## config.mk

```make
export PLATFORM = sky130hd
export DESIGN_NAME = fu_dispatch_scheduler
export DESIGN_NICKNAME = d
export VERILOG_FILES = /design/src/rtl/fu_dispatch_scheduler.sv
export SDC_FILE = /design/constraint.sdc
export NUM_CORES = 1
export LEC_CHECK = 0
export CORE_MARGIN = 2
export CORE_UTILIZATION = 56
export CTS_CLUSTER_DIAMETER = 40
export CTS_CLUSTER_SIZE = 12
export DETAILED_ROUTE_END_ITERATION = 8
export PLACE_DENSITY = 0.83
export SLEW_MARGIN = 10
export SYNTH_ARGS = -nofsm -noshare
export SYNTH_HDL_FRONTEND = slang
export SYNTH_SLANG_ARGS = --single-unit
```

## constraint.sdc

```tcl
create_clock -name clk -period 5.69 [get_ports clk]
set_clock_uncertainty 0.2 [all_clocks]
set_input_delay 1.138 -clock clk [delete_from_list [all_inputs] [get_ports clk]]
set_output_delay 1.138 -clock clk [all_outputs]
set_load 0.1 [all_outputs]
```

## src/rtl/fu_dispatch_scheduler.sv

```systemverilog
// Credit-based round-robin FU assignment for the unified issue queue, with flush drain.
// Optional macro FU_SCHED_STATS_EN adds a saturating dispatch-stall cycle counter.
//
// state    | meaning
// ---------+------------------------------------------------------------
// ST_RUN   | normal dispatch, selections granted while credit remains
// ST_DRAIN | flush seen, dispatch closed until every FU count is zero
module fu_dispatch_scheduler #(
  parameter int FU_SIZE      = 2,
  parameter int FU_ARRAY     = 3,
  parameter int CREDIT_DEPTH = 4,
  parameter int CNT_W        = 3
) (
  input  logic                      clk,
  input  logic                      rst,
  input  logic                      disp_valid_in,
  input  logic                      disp_is_mem_in,
  output logic                      disp_ready_out,
  output logic                      grant_valid_out,
  output logic [FU_SIZE-1:0]        fu_number_out,
  input  logic [FU_ARRAY-1:0]       complete_in,
  input  logic                      flush_in,
  output logic                      draining_out,
  output logic [FU_ARRAY*CNT_W-1:0] credits_out,
  output logic                      err_out
`ifdef FU_SCHED_STATS_EN
  ,
  output logic [15:0]               stall_cycles_out
`endif
);

  typedef enum logic {ST_RUN, ST_DRAIN} state_t;

  localparam int                 N_ALU  = FU_ARRAY - 1;
  localparam logic [FU_SIZE-1:0] MEM_FU = FU_SIZE'(FU_ARRAY - 1);
  localparam logic [FU_SIZE-1:0] LAST_A = FU_SIZE'(N_ALU - 1);
  localparam logic [CNT_W-1:0]   DEPTH  = CNT_W'(CREDIT_DEPTH);

  state_t             state_q, state_d;
  logic [CNT_W-1:0]   cnt_q [FU_ARRAY];
  logic [CNT_W-1:0]   cnt_d [FU_ARRAY];
  logic [FU_SIZE-1:0] ptr_q, ptr_d;
  logic [FU_SIZE-1:0] fu_q, fu_d;
  logic               gv_q, gv_d;
  logic               err_q, err_d;
  logic [FU_SIZE-1:0] sel;
  logic [FU_SIZE-1:0] alu_idx;
  logic [FU_SIZE:0]   alu_sum;
  logic               found;
  logic               accept;
  logic               all_idle;

  // ALU search starts at the pointer and wraps within the ALU subset only
  always_comb begin
    sel     = '0;
    found   = 1'b0;
    alu_sum = '0;
    alu_idx = '0;
    if (disp_is_mem_in) begin
      sel   = MEM_FU;
      found = (cnt_q[FU_ARRAY-1] < DEPTH);
    end else begin
      for (int k = 0; k < N_ALU; k++) begin
        alu_sum = {1'b0, ptr_q} + (FU_SIZE+1)'(k);
        if (alu_sum >= (FU_SIZE+1)'(N_ALU)) alu_sum = alu_sum - (FU_SIZE+1)'(N_ALU);
        alu_idx = alu_sum[FU_SIZE-1:0];
        if (!found && (cnt_q[alu_idx] < DEPTH)) begin
          found = 1'b1;
          sel   = alu_idx;
        end
      end
    end
  end

  assign disp_ready_out = (state_q == ST_RUN) && found && !flush_in;
  assign accept         = disp_valid_in && disp_ready_out;

  always_comb begin
    state_d  = state_q;
    ptr_d    = ptr_q;
    fu_d     = fu_q;
    gv_d     = accept;
    err_d    = err_q;
    all_idle = 1'b1;
    for (int i = 0; i < FU_ARRAY; i++) begin
      cnt_d[i] = cnt_q[i];
      if (complete_in[i]) begin
        if (cnt_q[i] != '0) cnt_d[i] = cnt_d[i] - CNT_W'(1);
        else                err_d    = 1'b1;
      end
      if (accept && (sel == FU_SIZE'(i))) cnt_d[i] = cnt_d[i] + CNT_W'(1);
      if (cnt_d[i] != '0) all_idle = 1'b0;
    end
    if (accept) begin
      fu_d = sel;
      if (!disp_is_mem_in) ptr_d = (sel == LAST_A) ? '0 : sel + FU_SIZE'(1);
    end
    case (state_q)
      ST_RUN:   if (flush_in) state_d = ST_DRAIN;
      ST_DRAIN: if (all_idle) begin
        state_d = ST_RUN;
        ptr_d   = '0;
      end
      default:  state_d = ST_RUN;
    endcase
  end

  always_ff @(posedge clk or posedge rst) begin
    if (rst) begin
      state_q <= ST_RUN;
      ptr_q   <= '0;
      fu_q    <= '0;
      gv_q    <= 1'b0;
      err_q   <= 1'b0;
      for (int i = 0; i < FU_ARRAY; i++) cnt_q[i] <= '0;
    end else begin
      state_q <= state_d;
      ptr_q   <= ptr_d;
      fu_q    <= fu_d;
      gv_q    <= gv_d;
      err_q   <= err_d;
      for (int i = 0; i < FU_ARRAY; i++) cnt_q[i] <= cnt_d[i];
    end
  end

  for (genvar g = 0; g < FU_ARRAY; g++) begin : g_credits
    assign credits_out[g*CNT_W +: CNT_W] = cnt_q[g];
  end

  assign grant_valid_out = gv_q;
  assign fu_number_out   = fu_q;
  assign err_out         = err_q;
  assign draining_out    = (state_q == ST_DRAIN);

`ifdef FU_SCHED_STATS_EN
  logic [15:0] stall_q, stall_d;

  always_comb begin
    stall_d = stall_q;
    if (disp_valid_in && !disp_ready_out && (stall_q != 16'hFFFF)) stall_d = stall_q + 16'd1;
  end

  always_ff @(posedge clk or posedge rst) begin
    if (rst) stall_q <= '0;
    else     stall_q <= stall_d;
  end

  assign stall_cycles_out = stall_q;
`endif

endmodule
```

==> metrics.md <==
| Metric | Value |
|---|---|
| Max Clk Rate | `232.6 MHz` |
| Grt ovf | `0` |
| Final Max Slew Viols | `0` |
| Max-slew headroom | `35.06%` |
| Yosys top cell by area | `dfrtp_1` |
| Final min period | `4300 ps` |
| Worst setup EP type | `output pin` |
| Startpoint types | `primary input` |
| Pin count of the biggest net entering global routing | `17` |
| Post-Syn Area | `1242 sq um` |
| Tightest Hold Check Type | `register to register` |
| FF+latch count, synth | `16` |
| Status | `finished, final reports clean` |
| Drt pass-1 iters | `4` |
| Worst Tran Pin Value | `971.1 ps` |
| CTS max path bufs | `2` |
| H-tree levels | `1` |
| CTS Buf Count | `3` |
| Post-synth EDFFs | `0` |
| Yosys warning total | `0` |
| RSZ-0062 raised after global routing | `no` |
| Post-CTS setup buffer count | `0` |
| Setup_tns | `0 ps` |
| Die height | `51.10 um` |
| Vias in the first global route | `1,067` |
| Antenna violations before repair | `0` |
| Ports | `23` |
| Multi-input logic area | `754.5 sq um` |
| Diode count | `0` |
| Width of the die | `51.10 um` |
| FF/Latch Area | `400.4 sq um` |
| Clk sinks | `16` |
| Row Count | `17` |
| Hold_buf cts | `0` |
| Clk root buf | `clkbuf_4` |
| Routed Antenna Nets | `0` |
| Library cells used by synthesis | `43` |
| Vias/cell | `5.577` |
| Port bufs | `22` |
| Die ar. | `2611 sq um` |
| Syn-to-layout area delta | `21.05%` |
| Crit path required time | `4350 ps` |
| Final #Nets | `173` |
| Kind of critical path | `primary input to output pin` |
| Routed wire per std cell | `14.39 um` |
| Top FF cell, synth | `dfrtp_1` |
| Top cells by count, synth | `dfrtp_1, inv_1, nand2_1` |
| CP arrival | `2960 ps` |
| Filler cells | `184` |
| First-pass GRT wire length | `4554 um` |
| Cells after synthesis | `131` |
| Post-cts sizing count | `0` |
| Clock transition at the registers of the reported paths | `100 ps` |
| Share of post-route cells with drive strength above 1 | `12.34%` |
| Vias | `1,015` |
| Final hold vios | `0` |
| Initial DRC count | `25` |
| CP Max Fanout | `15` |
| DR DRC count | `0` |
| Initial core utilization | `57.83%` |
| Syn_nets | `149` |
| GRT Util Overall | `23.91%` |
| Top-area cell type share of the netlist area | `32.23%` |
| Clock Latency Late Sink | `300 ps` |
| TritonCTS clock tree | `yes` |
| Synth async-reset ratio | `100.0%` |
| Max_cap viols | `0` |
| Ranking of synthesized cells by area | `dfrtp_1, ha_1, inv_1` |
| Final setup viols | `0` |
| Final period utilization | `75.56%` |
| Final WL | `2619 um` |
| Sequential-to-total area share from yosys stat | `32.23%` |
| GPL Wtd Cong | `0.8445` |
| DP HPWL | `2013 um` |
| Core area | `2148 sq um` |
| Syn_area_per_cell | `9.484 sq um` |
-- per-layer routing --
| metal | track usage, % | wire [um] |
|---|---|---|
| met5 | 0 | 0 |
| met2 | 39.39 | 1303 |
| met4 | 17.12 | 73 |
| met3 | 4.386 | 119 |
| met1 | 27.72 | 1122 |
-- sequential cells by signal (all words and copies together) (netlist names) --
register         cells
credits_out          9
draining_out         1
err_out              1
fu_number_out        2
grant_valid_out      1
ptr_q                2
-- final timing paths --
path	from	end	slack (ps)	cells past startpoint
setup / recovery	disp_is_mem_in	disp_ready_out	1390	5
hold / removal	fu_number_out[0]	fu_number_out[0]	300	2
setup reg to reg	credits_out[5]	ptr_q[0]	2500	10
hold reg to reg	fu_number_out[0]	fu_number_out[0]	300	2
max in group asynchronous	rst	err_out	3880	2
min in group asynchronous	rst	draining_out	1000	2
-- placed cells by master (no fill, tap or decap), drive strengths merged, types with 2 or more instances in the layout --
master and n:
clkdlybuf4s50 21, inv 16, dfrtp 16, nand2 14, nor2 11, ha 10, xnor2 5, nor3 4
nand2b 4, mux2i 4, clkbuf 4, xor2 3, a21oi 3, o21ai 3, a2111oi 3, nand3b 2
nand3 2, o2111ai 2, mux2 2, and2 2, o21bai 2, a21o 2, nor4 2, a31oi 2
-- kinds of logic (layout without fill, tap and decap cells) --
| group | Yosys count | after routing | share of synthesized area (%) |
|---|---|---|---|
| AND/OR/NAND/NOR | 47 | 47 | 20.34 |
| AO/OA/AOI/OAI | 25 | 25 | 19.13 |
| buffers and inverters | 19 | 42 | 7.553 |
| flip-flops | 16 | 16 | 32.23 |
| adder cells (fa/ha/maj) | 10 | 10 | 10.07 |
| XOR/XNOR | 8 | 8 | 5.640 |
| multiplexers | 6 | 6 | 5.035 |
-- cell type report --
| cell class | instances | area share, % |
|---|---|---|
| clock buffers | 4 | 2.413 |
| inverters | 16 | 3.993 |
| multi-input cells | 96 | 50.17 |
| flip-flops and latches | 16 | 26.62 |
| well taps | 28 | 2.329 |
| repair buffers | 22 | 14.48 |
-- worst max-delay path: stages --
cell and delay (ps):
clkdlybuf4s50_1 840, nand2b_1 210, nor2_1 50, a2111oi_2 360
buf_4 350
-- through the flow --
stage	area [sq um]	hold WS [ps]	setup slack (ps)	utilization [%]	cells
final	1504	304.4	1390	70.01	182
after global routing	1504	325.2	1227	70.01	182
after CTS	1504	307.4	1374	70.01	182
after detailed placement	1468	284.3	1395	68.32	178
after global placement	1468	261.8	1437	68.32	178
after floorplan	1249	340.0	944.9	-	131
Power is left out: the tool's default activity adds up to more than one toggle a clock period on the data nets, which glitch-free logic cannot reach.
